[src/rtl/game_pkg.sv]
`default_nettype none
// ============================================================================
// Module   : game_pkg
// Purpose  : Shared constants, state encoding and digit helper for the
//            bulls-and-cows scoring engine.
// Revision : 1.0  initial release
// ============================================================================
package game_pkg;

    localparam int N_DIGITS = 4;
    localparam int BCD_MAX  = 9;

    // FSM state encoding
    typedef logic [2:0] state_t;
    localparam state_t S_IDLE    = 3'd0;
    localparam state_t S_COLLECT = 3'd1;
    localparam state_t S_CHECK   = 3'd2;
    localparam state_t S_SCORE   = 3'd3;
    localparam state_t S_RESULT  = 3'd4;

    // Digit 0 is the leftmost nibble [15:12], digit 3 is [3:0].
    function automatic logic [3:0] get_digit(input logic [15:0] word,
                                             input logic [1:0]  idx);
        logic [1:0] pos;
        pos = 2'd3 - idx;
        return word[{pos, 2'b00} +: 4];
    endfunction

endpackage
`default_nettype wire

[src/rtl/digit_set_check.sv]
`default_nettype none
// ============================================================================
// Module   : digit_set_check
// Purpose  : Combinational legality check of a four-digit BCD word.
// Ports    : i_word         16-bit word, four BCD digits
//            o_in_range     every digit is 0..9
//            o_all_distinct no two digits are equal
// Revision : 1.0  initial release
// ============================================================================
module digit_set_check
    import game_pkg::*;
(
    input  logic [15:0] i_word,
    output logic        o_in_range,
    output logic        o_all_distinct
);

    always_comb begin
        o_in_range     = 1'b1;
        o_all_distinct = 1'b1;
        for (int a = 0; a < N_DIGITS; a++) begin
            if (get_digit(i_word, 2'(a)) > 4'(BCD_MAX)) o_in_range = 1'b0;
            for (int b = a + 1; b < N_DIGITS; b++) begin
                if (get_digit(i_word, 2'(a)) == get_digit(i_word, 2'(b)))
                    o_all_distinct = 1'b0;
            end
        end
    end

endmodule
`default_nettype wire

[src/rtl/guess_scorer.sv]
`default_nettype none
// ============================================================================
// Module   : guess_scorer
// Purpose  : Bulls-and-cows scoring engine. Holds the secret, collects a
//            four-digit guess, rejects illegal guesses, scores ?A?B serially
//            over 16 cycles and tracks the attempt count.
// Ports    : clk, rst                 clock, synchronous active-high reset
//            secret_load, secret_in   start a new game with a BCD secret
//            digit_valid, digit_in    guess digit offer from upstream
//            digit_ready              engine accepts a digit this cycle
//            guess_disp, digit_count  guess digits held (newest in [3:0])
//            score_a, score_b         last score
//            score_valid              pulse: new score
//            reach_result             level: a score is showing
//            ans_correct              level: last score was 4A0B
//            in_error                 pulse: digit, guess or secret rejected
//            attempts, game_over      attempt counter and end-of-game level
// Revision : 1.0  initial release
// ============================================================================
module guess_scorer
    import game_pkg::*;
#(
    parameter int MAX_ATTEMPTS = 10,
    parameter int CNT_W        = 4
)(
    input  logic             clk,
    input  logic             rst,
    input  logic             secret_load,
    input  logic [15:0]      secret_in,
    input  logic             digit_valid,
    input  logic [3:0]       digit_in,
    output logic             digit_ready,
    output logic [15:0]      guess_disp,
    output logic [2:0]       digit_count,
    output logic [CNT_W-1:0] score_a,
    output logic [CNT_W-1:0] score_b,
    output logic             score_valid,
    output logic             reach_result,
    output logic             ans_correct,
    output logic             in_error,
    output logic [CNT_W-1:0] attempts,
    output logic             game_over
);

    localparam logic [CNT_W-1:0] c_MAX = CNT_W'(MAX_ATTEMPTS);

    state_t      r_state;
    logic [15:0] r_secret;
    logic [3:0]  r_k;
    logic [2:0]  r_acc_a;
    logic [2:0]  r_acc_b;

    logic        w_sec_range, w_sec_distinct, w_secret_ok;
    logic        w_guess_range, w_guess_distinct, w_guess_ok;
    logic        w_digit_bad, w_digit_ok;
    logic [3:0]  w_g_digit, w_s_digit;
    logic        w_hit, w_hit_a, w_hit_b;
    logic [2:0]  w_acc_a_next, w_acc_b_next;

    digit_set_check u_secret_chk (
        .i_word         (secret_in),
        .o_in_range     (w_sec_range),
        .o_all_distinct (w_sec_distinct)
    );

    digit_set_check u_guess_chk (
        .i_word         (guess_disp),
        .o_in_range     (w_guess_range),
        .o_all_distinct (w_guess_distinct)
    );

    assign w_secret_ok = w_sec_range && w_sec_distinct;
    assign w_guess_ok  = w_guess_range && w_guess_distinct;

    assign digit_ready = (r_state == S_COLLECT) ||
                         ((r_state == S_RESULT) && !game_over);
    assign w_digit_bad = digit_ready && digit_valid && (digit_in > 4'(BCD_MAX));
    assign w_digit_ok  = digit_ready && digit_valid && !(digit_in > 4'(BCD_MAX));

    // Serial compare: k walks guess digit i = k[3:2] against secret digit j = k[1:0].
    assign w_g_digit    = get_digit(guess_disp, r_k[3:2]);
    assign w_s_digit    = get_digit(r_secret, r_k[1:0]);
    assign w_hit        = (w_g_digit == w_s_digit);
    assign w_hit_a      = w_hit && (r_k[3:2] == r_k[1:0]);
    assign w_hit_b      = w_hit && (r_k[3:2] != r_k[1:0]);
    assign w_acc_a_next = r_acc_a + {2'b00, w_hit_a};
    assign w_acc_b_next = r_acc_b + {2'b00, w_hit_b};

    // The error pulse flags the offending cycle itself: the rejected secret
    // or digit is on the inputs, or the duplicate guess is in CHECK.
    always_comb begin
        in_error = 1'b0;
        if (!rst) begin
            if (secret_load)
                in_error = !w_secret_ok;
            else if (w_digit_bad)
                in_error = 1'b1;
            else if ((r_state == S_CHECK) && !w_guess_ok)
                in_error = 1'b1;
        end
    end

    always_ff @(posedge clk) begin
        if (rst) begin
            r_state      <= S_IDLE;
            r_secret     <= '0;
            r_k          <= '0;
            r_acc_a      <= '0;
            r_acc_b      <= '0;
            guess_disp   <= '0;
            digit_count  <= '0;
            score_a      <= '0;
            score_b      <= '0;
            score_valid  <= 1'b0;
            reach_result <= 1'b0;
            ans_correct  <= 1'b0;
            attempts     <= '0;
            game_over    <= 1'b0;
        end else begin
            score_valid <= 1'b0;
            if (secret_load) begin
                if (w_secret_ok) begin
                    r_secret     <= secret_in;
                    r_k          <= '0;
                    r_acc_a      <= '0;
                    r_acc_b      <= '0;
                    guess_disp   <= '0;
                    digit_count  <= '0;
                    score_a      <= '0;
                    score_b      <= '0;
                    reach_result <= 1'b0;
                    ans_correct  <= 1'b0;
                    attempts     <= '0;
                    game_over    <= 1'b0;
                    r_state      <= S_COLLECT;
                end else begin
                    r_state <= S_IDLE;
                end
            end else begin
                case (r_state)
                    S_COLLECT: begin
                        if (w_digit_ok) begin
                            guess_disp  <= {guess_disp[11:0], digit_in};
                            digit_count <= digit_count + 3'd1;
                            if (digit_count == 3'(N_DIGITS - 1)) r_state <= S_CHECK;
                        end
                    end
                    S_CHECK: begin
                        if (!w_guess_ok) begin
                            guess_disp  <= '0;
                            digit_count <= '0;
                            r_state     <= S_COLLECT;
                        end else begin
                            if (attempts != c_MAX) attempts <= attempts + 1'b1;
                            r_k     <= '0;
                            r_acc_a <= '0;
                            r_acc_b <= '0;
                            r_state <= S_SCORE;
                        end
                    end
                    S_SCORE: begin
                        r_acc_a <= w_acc_a_next;
                        r_acc_b <= w_acc_b_next;
                        r_k     <= r_k + 4'd1;
                        // Last compare folds straight into the result registers
                        // so the score shows on the RESULT entry cycle.
                        if (r_k == 4'd15) begin
                            score_a      <= CNT_W'(w_acc_a_next);
                            score_b      <= CNT_W'(w_acc_b_next);
                            score_valid  <= 1'b1;
                            reach_result <= 1'b1;
                            ans_correct  <= (w_acc_a_next == 3'(N_DIGITS));
                            game_over    <= (w_acc_a_next == 3'(N_DIGITS)) ||
                                            (attempts == c_MAX);
                            r_state      <= S_RESULT;
                        end
                    end
                    S_RESULT: begin
                        // A new digit starts the next guess from scratch.
                        if (w_digit_ok) begin
                            guess_disp   <= {12'h000, digit_in};
                            digit_count  <= 3'd1;
                            reach_result <= 1'b0;
                            r_state      <= S_COLLECT;
                        end
                    end
                    default: r_state <= S_IDLE;
                endcase
            end
        end
    end

endmodule
`default_nettype wire

[config.mk]
export PLATFORM = sky130hd
export DESIGN_NAME = guess_scorer
export DESIGN_NICKNAME = d
export VERILOG_FILES = /design/src/rtl/game_pkg.sv /design/src/rtl/digit_set_check.sv /design/src/rtl/guess_scorer.sv
export SDC_FILE = /design/constraint.sdc
export NUM_CORES = 1
export LEC_CHECK = 0
export ABC_AREA = 1
export ABC_CLOCK_PERIOD_IN_PS = 3850
export CORE_ASPECT_RATIO = 0.9
export CORE_MARGIN = 4
export CORE_UTILIZATION = 60
export DETAILED_ROUTE_END_ITERATION = 12
export HOLD_SLACK_MARGIN = 0.08
export PLACE_DENSITY = 0.87
export SYNTH_ARGS = -nofsm -noshare
export SYNTH_HDL_FRONTEND = slang
export SYNTH_SLANG_ARGS = --single-unit
[constraint.sdc]
create_clock -name clk -period 3.85 [get_ports clk]
set_input_delay 0.77 -clock clk [delete_from_list [all_inputs] [get_ports clk]]
set_output_delay 0.77 -clock clk [all_outputs]
set_load 0.01 [all_outputs]
## Yosys cells after proc, flatten, opt, wreduce, memory -nomap -nowiden

Index checks and enable logic that the tools add are counted.

| operators by class | value |
|---|---|
| bitwise operators | 1 |
| multiply operators | 0 |
| reduce and logical (&&, ||, !) cells | 31 |
| equal/unequal tests | 31 |
| muxes and demuxes | 74 |
| magnitude comparators | 9 |
| div/mod/pow operators | 0 |
| add/subtract/negate cells | 7 |
| shift-type cells | 2 |

Operators by type and width:

| kind | number |
|---|---|
| $mux 16 | 5 |
| $eq 4x4->1 | 13 |
| $mux 4 | 13 |
| $pmux 16 s3 | 1 |
| $gt 4x4->1 const B | 9 |
| $mux 1 | 36 |
| $mux 3 | 12 |
| $shiftx 16x5->4 | 2 |
| $ne 3x3->1 const B | 5 |
| $pmux 3 s2 | 2 |
| $pmux 3 s4 | 1 |
| $reduce_and 4->1 | 3 |
| $reduce_bool 2->1 | 5 |
| $eq 3x2->1 const B | 3 |
| $logic_and 1x1->1 | 9 |
| $pmux 3 s3 | 1 |
| $add 4x1->4 const B | 2 |
| $eq 4x4->1 const B | 2 |
| $pmux 4 s2 | 1 |
| $add 3x1->3 | 2 |
| $eq 3x3->1 const B | 2 |
| $reduce_and 3->1 | 2 |
| $reduce_bool 3->1 | 2 |
| $reduce_and 5->1 | 1 |
| 16 further kinds | 21 |

| word-level totals | value |
|---|---|
| memories | 0 |
| memory bits (read-only) | 0 |
| bits in registers | 64 |
| word-level logic and storage cells | 169 |
| output and inout bits | 37 |
| latch bits | 0 |
| memory bits (writable) | 0 |

## Depth between registers and ports, before layout

| depth | value |
|---|---|
| depth after elaboration | 14 |
| depth in mapped cells | 17 |
| mapped depth without buffers | 17 |

## By module

From an unflattened synthesis, not the netlist that was laid out.

| second synthesis, totals | value |
|---|---|
| cell total of the unflattened synthesis | 694 |
| area total of the unflattened synthesis | 4081.4 µm² |

By module, submodules not included:

| module | cells an instance | instances | area an instance (µm²) |
|---|---|---|---|
| guess_scorer | 472 | 1 | 3210.6 |
| digit_set_check | 111 | 2 | 435.4 |

## Worst setup path after synthesis

OpenSTA, ideal clock, no wires.

| timing | value |
|---|---|
| kind | input to output |
| start point | in secret_in[6] |
| end point | out in_error |
| arrival | 1.703 ns |
| stages | 10 |
| path slack | 1.377 ns |
| required time | 3.080 ns |
| path buffers | 0 |
| cells stage by stage | inv_1 > nand2_1 > nand2_1 > nor2_1 > nand2_1 > nand2_1 > nor2_1 > nand3_2 > inv_1 > nor3_1 |

| on the way | value |
|---|---|
| cells in the longest elaborated chain, start to end | 10 |
| elaborated cells between the ends (all ways) | 15 |
| those cells by class | order compare: 1; eq/ne: 3; mux: 9; reduce/logical: 2 |

RTL lines:

| item | RTL line | source |
|---|---|---|
| start: declaration | guess_scorer.sv:29 | `input logic [15:0] secret_in,` |
| $eq 4x4->1 | digit_set_check.sv:24 | `if (get_digit(i_word, 2'(a)) == get_digit(i_word, 2'(b)))` |
| $mux 1 (5 in a row) | digit_set_check.sv:24 |  |
| $logic_and 1x1->1 * | guess_scorer.sv:72 | `assign w_secret_ok = w_sec_range && w_sec_distinct;` |
| $logic_not 1->1 * | guess_scorer.sv:95 | `in_error = !w_secret_ok;` |
| $mux 1 * | guess_scorer.sv:94 | `if (secret_load)` |
| $mux 1 * | guess_scorer.sv:93 | `if (!rst) begin` |
| end: declaration | guess_scorer.sv:40 | `output logic in_error,` |

Mark *: on every way between the ends. The rest lies on a longest branch, timed or not.

## Worst setup path in the final report

| timing | value |
|---|---|
| start point | in secret_in[2] |
| end point | out in_error |

| on the way | value |
|---|---|
| cells in the longest elaborated chain, start to end | 9 |
| elaborated cells between the ends (all ways) | 13 |
| those cells by class | order compare: 1; eq/ne: 3; mux: 7; reduce/logical: 2 |

RTL lines:

| item | RTL line |
|---|---|
| $eq 4x4->1 | digit_set_check.sv:24 |
| $mux 1 (4 in a row) | digit_set_check.sv:24 |
| $logic_and 1x1->1 * | guess_scorer.sv:72 |
| $logic_not 1->1 * | guess_scorer.sv:95 |
| $mux 1 * | guess_scorer.sv:94 |
| $mux 1 * | guess_scorer.sv:93 |

Marked as above.

==> metrics.md <==
| Metric | Value |
|---|---|
| Layout cells sized above 1 | 0.08895 |
| Initial antenna violation count | 0 |
| Max IR drop VDD | about 0.25 mV |
| Power Density | around 370 nW/um2 |
| Final setup fails | 0 |
| Die H | 87.78 um |
| Crit-path max FO | 6 |
| Hold Path End | r_secret[9] |
| Gr usage total | 0.2618 |
| Final Hold Viols | 0 |
| Routed vias | 4489 |
| Max_slew headroom | 0.1297 |
| TritonCTS Buffers | 9 |
| Post-synth cell types | 39 |
| Biggest area consumer among synthesized cells | dfxtp_1 |
| Main synth FF type | dfxtp_1 |
| Depth of the CTS H-tree | 3 |
| Synth-to-Final Area Change | 17.34% |
| Die width | about 97 um |
| Filler cell count in the final layout | roughly 570 |
| Cts repair resizes | 0 |
| Max Root-Sink Buffers | 2 |
| Fin crit period | between 3 and 4 ns |
| Critical Path Source | secret_in[2] |
| Yosys synthesis warning count | 0 |
| Slew @ Worst Pin | roughly 1.3 ns |
| Placed insts | 816 |
| Ant diodes | 0 |
| Max-slew violations | 0 |
| Reg-to-reg startpoint | r_k[0] |
| Cell row count | 28 |
| Clk root buf | clkbuf_8 |
| Ys async rst share | 0 |
| Max Clock Freq | ~270 MHz |
| Synth Cell Area | 4243 um2 |
| Die area | about 8500 um2 |
| Library cell with the highest instance count after synthesis | nand2_1 |
| First-pass GRT wire length | roughly 19000 um |
| Worst hold start | r_secret[9] |
| Worst hold stages | 2 |
| Total core area | approximately 6700 um2 |
| CP most frequent cell | nand2_1 |
| Syn_area_per_cell | a little over 6 um2 |
| Drt initial violations | roughly 390 |
| Hold Buf Count CTS | 0 |
| DP Wirelength | around 8000 um |
| CP Capture Type | primary output |
| Final #Nets | 770 |
| Pin count of the biggest net entering global routing | 47 |
| TNS Setup | 0 ns |
| Worst path buffer plus inverter count | 4 |
| Fin cells | around 830 |
| Post-synthesis sequential area ratio | 0.2925 |
| Setup slack, reg-to-reg | a little under 1 ns |
| # clock sinks | between 60 and 70 |
| First-pass iteration count of the detailed router | 7 |
| CTS tree | yes |
| Synth top cells by count | nand2_1, nor2_1, a21oi_1, dfxtp_1, inv_1 |
| Postcts setup bufs | 0 |
| FF+latch count, synth | 62 |
| Outcome | completed |
| Reg2reg path depth | 15 |
| Vias in the first global route | between 4k and 5k |
| Critical setup path kind | in -> out |
| Static leakage | between 0.002 and 0.0025 uW |
| Drt total wl | around 11000 um |
| Post-synth EDFFs | 0 |
| HP Class | reg -> reg |
| Synth top area share | 0.2925 |
| Worst Skew | about 0.011 ns |
| Unrepaired setup endpoints after global routing | false |
| Starting Density | 0.6308 |
| CP max-delay cell | clkdlybuf4s50_1 |
| CP top delay family | buffers and inverters |
| Worst skew pair latency | around 0.35 ns |
| Post-Route Utilization | 0.7401 |
| Port bufs | 58 |
| Startpoint Class | input pin |
| Final GP Congestion | slightly below 1 |
| Remaining antenna violation count | 0 |
| Clock transition at path regs | 0.07 ns |
| Max stage delay on crit path | 0.59 ns |
| Routed vias/inst | between 5 and 6 |
| GRT overflow | 0 |
| Ports | 61 |
| Crit share post-route | 0.9477 |
| Max Cap Viol | 0 |
| WL per Instance | roughly 13 um |
| Area contributors post-synth | dfxtp_1, nand2_1, nor2_1 |
| Worst-path cell chain | clkdlybuf4s50_1, inv_1, nand2_1, nand2_1, nor2_1, nand2_1, nand2_1, nor2_1, nand3_2, inv_1, nor3_1, clkdlybuf4s50_1 |
| Data arrival time of the critical path | about 2.9 ns |
| R2r endpoint | ans_correct |
| Crit path required time | between 3 and 4 ns |
| DRC viols | 0 |
| Post-Syn Instances | a little under 700 |
==> worst max-delay path by stage <==
stage	endpoint	slack [ns]	cells after the start
floorplan	in_error	1.38	10
detailed placement	in_error	0.22	12
global route	in_error	0.04	12
CTS	in_error	0.20	12
finish	in_error	0.20	12
global placement	in_error	0.28	12
==> cell usage in the layout (no fill, tap or decap), types with 7 or more instances in the layout <==
master,count
clkdlybuf4s50_1,58
clkbuf_8,9
o21ai_0,41
dfxtp_1,62
nand3_1,19
nor2_2,7
buf_4,8
nand2_2,16
xor2_1,7
nor2_1,89
inv_1,59
a21oi_1,65
nand2_1,232
ha_1,9
==> state kept, by name (all words and copies together), names as in the netlist <==
| signal | cells |
|---|---|
| reach_result | 1 |
| r_k | 4 |
| r_secret | 16 |
| r_acc_b | 3 |
| attempts | 4 |
| r_acc_a | 3 |
| score_b | 3 |
| score_valid | 1 |
| score_a | 3 |
| game_over | 1 |
| guess_disp | 16 |
| r_state | 3 |
| ans_correct | 1 |
| digit_count | 3 |
==> routing by layer <==
layer | track usage | share of wire | vias up
met5 | 0 | 0 | -
met4 | 0.08418 | 0.014 | 0
met3 | 0.05653 | 0.063 | 21
met2 | 0.4724 | 0.49 | 149
met1 | 0.3144 | 0.43 | 2061
li1 | - | - | 2258
==> cells by family after synthesis <==
family          share of synthesized area
compound gates                     0.1489
other cells                     0.0008838
simple gates                       0.3857
xor+xnor                          0.02684
flops                              0.2925
buf+inv                            0.1185
fa+ha+maj                         0.02654
==> layout make-up <==
class	count	area (um2)	share of cell area
Clock buffer	9	123.9	0.02488
Clock inverter	7	97.59	0.01960
Inverter	68	255.2	0.05127
Multi-Input combinational cell	530	2507	0.5036
Sequential cell	62	1241	0.2493
Tap cell	90	112.6	0.02262
Timing Repair Buffer	66	640.6	0.1287
==> per-stage QoR <==
step | hold WS, ns | setup slack (ns) | power, uW | instance area [um2]
4_1_cts | 0.4601 | 0.2006 | 1832 | 4979
2_1_floorplan | 0.4297 | 1.377 | 1060 | 4247
6_report | 0.4564 | 0.2014 | 1836 | 4979
5_1_grt | 0.4808 | 0.04316 | 1930 | 4979
3_5_place_dp | 0.4495 | 0.2195 | 1194 | 4757
3_3_place_gp | 0.4423 | 0.2768 | 1178 | 4757
==> worst register-to-register path, cell delays in order, from the launching register on <==
cell     delay, ns
dfxtp_1       0.68
inv_1         0.24
nand2_1       0.12
a21oi_1       0.08
xor2_1        0.16
nor2_1        0.10
nand3_1       0.11
nor2_1        0.16
ha_1          0.17
ha_1          0.17
or2_2         0.13
nand2_1       0.05
nor2_1        0.13
nand2_1       0.08
o21ai_0       0.27
o211a_1       0.19
==> power breakdown <==
part	switching [uW]	internal, uW	total, uW	leakage, uW
Combinational	264	192	456	0.00171
Sequential	55.8	678	734	0.000505
Clock	280	366	647	0.000106
Total	600	1240	1840	0.00232
(Power assumes the default switching activity.)
